File: config.mk
export PLATFORM = sky130hd
export DESIGN_NAME = proc_control_unit
export DESIGN_NICKNAME = d
export VERILOG_FILES = /design/src/rtl/proc_control_unit.sv
export SDC_FILE = /design/constraint.sdc
export NUM_CORES = 1
export LEC_CHECK = 0
export ABC_CLOCK_PERIOD_IN_PS = 2900
export BUFFER_PORTS_ARGS = -buffer_cell sky130_fd_sc_hd__clkbuf_2
export CAP_MARGIN = 10
export CORE_MARGIN = 2
export CORE_UTILIZATION = 40
export DETAILED_ROUTE_END_ITERATION = 12
export PLACE_DENSITY = 0.7
export RECOVER_POWER = 100
export SETUP_SLACK_MARGIN = 0.15
export SLEW_MARGIN = 20
export SYNTH_ARGS = -nofsm -noshare
export SYNTH_HDL_FRONTEND = slang
export SYNTH_SLANG_ARGS = --single-unit
File: constraint.sdc
create_clock -name Clock -period 2.9 [get_ports Clock]
set_input_delay 0.58 -clock Clock [delete_from_list [all_inputs] [get_ports Clock]]
set_output_delay 0.58 -clock Clock [all_outputs]
set_load 0.05 [all_outputs]
File: src/rtl/proc_control_unit.sv
// Control FSM for the 9-bit bus-based processor: IR capture, decode and T0..T3 sequencing.
// Optional build macro MVNZ_EN enables opcode 100 (mvnz, conditional move on G != 0).
module proc_control_unit #(
    parameter int unsigned N = 9
) (
    input  logic         Clock,
    input  logic         Resetn,
    input  logic         Run,
    input  logic [N-1:0] DIN,
    input  logic         G_nz,
    output logic         IRin,
    output logic [7:0]   Rin,
    output logic [7:0]   Rout,
    output logic         Ain,
    output logic         Gin,
    output logic         Gout,
    output logic         DINout,
    output logic         AddSub,
    output logic         Done,
    output logic [1:0]   Tstep
);

    localparam int unsigned IR_W = 9;
    localparam logic [2:0]  OP_MV   = 3'b000;
    localparam logic [2:0]  OP_MVI  = 3'b001;
    localparam logic [2:0]  OP_ADD  = 3'b010;
    localparam logic [2:0]  OP_SUB  = 3'b011;
`ifdef MVNZ_EN
    localparam logic [2:0]  OP_MVNZ = 3'b100;
`endif

    typedef enum logic [1:0] {
        T0 = 2'd0,
        T1 = 2'd1,
        T2 = 2'd2,
        T3 = 2'd3
    } step_t;

    step_t              r_state;
    step_t              w_next;
    logic [IR_W-1:0]    r_ir;
    logic [2:0]         w_op;
    logic [2:0]         w_x;
    logic [2:0]         w_y;
    logic [7:0]         w_x_dec;
    logic [7:0]         w_y_dec;
    logic               w_is_arith;

`ifndef MVNZ_EN
    logic w_unused_gnz;
    assign w_unused_gnz = G_nz;
`endif

    assign w_op       = r_ir[8:6];
    assign w_x        = r_ir[5:3];
    assign w_y        = r_ir[2:0];
    assign w_x_dec    = 8'b1 << w_x;
    assign w_y_dec    = 8'b1 << w_y;
    assign w_is_arith = (w_op == OP_ADD) || (w_op == OP_SUB);
    assign Tstep      = r_state;

    // Step register and instruction capture; IR only loads when Run is sampled in T0.
    always_ff @(posedge Clock or negedge Resetn) begin
        if (!Resetn) begin
            r_state <= T0;
            r_ir    <= '0;
        end else begin
            r_state <= w_next;
            if ((r_state == T0) && Run) begin
                r_ir <= DIN[IR_W-1:0];
            end
        end
    end

    // Next step and control strobes decoded from step, IR and Run.
    always_comb begin
        w_next = T0;
        IRin   = 1'b0;
        Rin    = '0;
        Rout   = '0;
        Ain    = 1'b0;
        Gin    = 1'b0;
        Gout   = 1'b0;
        DINout = 1'b0;
        AddSub = 1'b0;
        Done   = 1'b0;

        case (r_state)
            T0: begin
                IRin   = Run;
                w_next = Run ? T1 : T0;
            end
            T1: begin
                case (w_op)
                    OP_MV: begin
                        Rout = w_y_dec;
                        Rin  = w_x_dec;
                        Done = 1'b1;
                    end
                    OP_MVI: begin
                        DINout = 1'b1;
                        Rin    = w_x_dec;
                        Done   = 1'b1;
                    end
                    OP_ADD, OP_SUB: begin
                        Rout   = w_x_dec;
                        Ain    = 1'b1;
                        w_next = T2;
                    end
`ifdef MVNZ_EN
                    OP_MVNZ: begin
                        if (G_nz) begin
                            Rout = w_y_dec;
                            Rin  = w_x_dec;
                        end
                        Done = 1'b1;
                    end
`endif
                    default: Done = 1'b1;
                endcase
            end
            T2: begin
                if (w_is_arith) begin
                    Rout   = w_y_dec;
                    Gin    = 1'b1;
                    AddSub = (w_op == OP_SUB);
                    w_next = T3;
                end
            end
            T3: begin
                if (w_is_arith) begin
                    Gout = 1'b1;
                    Rin  = w_x_dec;
                    Done = 1'b1;
                end
            end
            default: w_next = T0;
        endcase

        // Hold every strobe low while reset is asserted, even if Run is high.
        if (!Resetn) begin
            IRin   = 1'b0;
            Rin    = '0;
            Rout   = '0;
            Ain    = 1'b0;
            Gin    = 1'b0;
            Gout   = 1'b0;
            DINout = 1'b0;
            AddSub = 1'b0;
            Done   = 1'b0;
        end
    end

endmodule

==> out/results.txt <==
The run finished with clean final reports. OpenSTA, run right after detailed placement, puts the worst setup slack at 0.420 ns. The library cell used most frequently in the layout, excluding fill and tap cells, is clkbuf_2.

In this run switching power makes up 49.8% of total power. The via count of the first global-routing pass was 738; the routability congestion estimate was 0.772. The first TritonRoute pass finished after 4 iterations.

The remaining antenna violation count after routing is 0. The internal portion of the total power is 466 uW. The tools report the die outline area as 2380 sq um. The fraction of registers with async set or reset after synthesis was 100%; the final worst-path cycle share was 93.0%. The global-route wire length before repair came out at 3300 um. The ratio of cells with drive above 1 in the final layout came out at 37.4%. Counting buffers and inverters, the worst setup path is 6 cells deep. The synthesized netlist contains 30 unique library cells. The tools report the leakage power total as 0.455 nW.

In this run the cell area of the synthesized design comes to 803 sq um. For this design, the sink count on the clock tree is 11. The share of Yosys cell area claimed by the top area cell type is 34.3%. Dominant register cell in the synthesized netlist: dfrtp_1.

dfrtp_1 takes more of the synthesized area than any other cell. For the net count after synthesis, the log shows 101. Leaving out fill and tap cells, the most frequent cells in the layout are clkbuf_2, dfrtp_1, clkbuf_1, nor2_1, mux2_2. The logs give 1030 sq um for the final design area excluding fillers and 1920 sq um for the area of the placeable core. Along the worst path, the maximum fanout reaches 7. TritonCTS built the clock tree. The H-tree depth came out at 1. The kind of cell adding the most delay to the critical path is simple AND/OR/NAND/NOR gates. For this run, the slowest stage of the critical path takes 0.50 ns. The number of antenna diodes in the final layout is 0.

Buffers placed on the I/O ports in this run total 36. The placed instance area was 1020 sq um; the part of the total power dissipated in the clock network was 10.6%. The tools report the worst hold-check slack as 0.197 ns. In this run, synthesis inferred 0 flip-flops with an integrated enable. For this block, the via count after detailed routing is 760.

The clock reaches the later pin of the worst-skew pair after 0.26 ns. The tools report the maximum resistive drop on vdd as 0.000550 V. For the post-layout worst setup margin, the log shows 0.202 ns.

Number of violations of the max-capacitance limit: 0. From bottom edge to top edge, the die measures 48.8 um. The first routing iteration left 21 violations. The setup TNS was 0 ns; the total grt overflow was 0.

The tools report the max-slew violation count as 0. Setup violations remaining at the end of the flow were counted as 0. After synthesis, the mean cell area works out to 9.56 sq um.

The number of setup buffers added after CTS is 0. The tools report the maximum count of clock buffers along a single path as 2. Detailed placement ended at an HPWL of 1520 um. Among all stages on the critical path, the largest delay is contributed by or4_1. The worst pin sits at a relative slew slack of 59.7%. The die width is 48.8 um. Setup repair after global routing left no endpoint under its margin. The kind of start point of the critical path is a register.

For the proportion of power drawn by flip-flops and latches, the log shows 36.3%. Dividing the detail-routed via count by the number of cells gives 5.07. The layout overhead on the synthesized area was 27.9%; the clock transition at the registers of the reported paths was 0.07 ns. The worst min-delay path category is input pin to async pin. The signal on the critical path passes through inv_1 > ha_1 > nand3b_1 > or4_1 > o31ai_1 > clkbuf_2. By startpoint and endpoint, the worst setup path is classified as register to output port. The top-level I/O count was 38. The initial utilization of the core area, before any placement, comes to 41.8%. On the final layout, the worst clock skew is 0.00408 ns. The number of instances in the synthesized netlist was 84. Summed over all nets, the switching power comes to 462 uW.

The smallest clock period supported by the final layout is computed as 2.70 ns. Cells fill 53.5% of the core in the end. The number of buffers and inverters on the critical path is 2, and the number of placement rows is 16.

Data on the critical path is required at its endpoint by 2.32 ns. The number of buffers inserted during clock tree synthesis was 3. The worst register-to-register path has a depth of 4. For the worst setup path, the data arrival time is 2.12 ns.

The tools report the pin count of the biggest net entering global routing as 18. The highest clock frequency the design can meet was 371 MHz; the number of failing hold endpoints at the final stage was 0. At the end of the flow, the number of nets in the layout was 141. Global routing consumed, over all layers together, 17.3% of the routing resources. For this run, design rule violations remaining after detail routing come to 0.

The transition time at the pin with the least slew margin was 0.608 ns. The total wirelength of the detailed-routed design came out at 1920 um. The Yosys warning count is 0, and the total power density per cell area is 904 nW/um^2.

The kind of capture point of the worst setup path is an output port. Post-synthesis register bit count: 11. The routed wire length per instance was 12.8 um. The portion of the post-synthesis area used by sequential elements was 34.3%. Initial antenna violation count: 0. The tree is rooted in a clkbuf_4. Combinational logic burns 53.1% of the power.

In the post-synthesis netlist, the biggest area contributors are dfrtp_1, mux2_2, ha_1.
power by group through the flow:
stage	clock (mW)	sequential (mW)	combinational, mW
2_1_floorplan	0	0.332	0.383
3_3_place_gp	0	0.327	0.487
3_5_place_dp	0	0.336	0.500
4_1_cts	0.102	0.334	0.503
5_1_grt	0.111	0.352	0.533
6_report	0.0982	0.337	0.493
final cells by class:
type / instances / area [sq um]
well taps: 27 / 33.8
repair buffers: 37 / 175
clock buffers: 4 / 26.3
inverters: 4 / 15.0
multi-input cells: 67 / 502
flip-flops and latches: 11 / 275
fillers: 215 / 895
path summary, 6_finish.rpt:
path	startpoint	to	slack, ns
setup reg to reg	Tstep[0]	r_ir[4]	1.40
hold reg to reg	r_ir[5]	r_ir[5]	0.57
hold / removal	Resetn	r_ir[3]	0.20
min in group Clock	DIN[8]	r_ir[8]	0.55
setup / recovery	Tstep[1]	Rout[5]	0.20
max in group asynchronous	Resetn	r_ir[6]	2.20
cell usage after synthesis (2+ instances only):
master,count
nand4b_1,2
nor3b_1,2
inv_1,4
o22ai_1,2
nand2_1,4
or3_1,2
a21oi_1,2
buf_2,2
nand3_1,2
and3_1,4
dfrtp_1,11
nor2_1,10
nand4_1,3
mux2_2,10
ha_1,4
nor2b_1,2
nand2b_1,2
o32ai_1,4
cell families after synthesis:
group	share of synthesized area, %
compound gates	11.4
fa+ha+maj	6.23
buf+inv	3.11
flops	34.3
mux	15.3
simple gates	29.8
worst reg2reg max path: cells and delay by family, from the launching register on:
kind | cells | cell delay [ns]
flip-flops | 1 | 0.39
multiplexers | 1 | 0.39
AND/OR/NAND/NOR | 1 | 0.31
adder cells (fa/ha/maj) | 1 | 0.22
buffers and inverters | 1 | 0.08
state kept, by name, summed over array words and instances (netlist names):
| signal | flops |
|---|---|
| Tstep | 2 |
| r_ir | 9 |
repair_timing:
| item | CTS | global route |
|---|---|---|
| endpoints found under the setup margin | 0 | 7 |
| hold buffers | 0 | 0 |
| resized for setup | 0 | 15 |
stage by stage:
stage / total power, mW / cells
floorplan: 0.716 / 84
global placement: 0.814 / 146
detailed placement: 0.836 / 146
CTS: 0.939 / 150
global route: 0.996 / 150
finish: 0.928 / 150
metal layers:
layer  wire length [um]  GRT usage (%)  part of all wire, %
met5                  0              0                    0
met4                  6           5.71                 0.31
met3                 40           1.23                  2.1
met2               1020           32.4                   53
met1                856           20.8                   45
No activity file was read; power rests on OpenSTA's default activity.
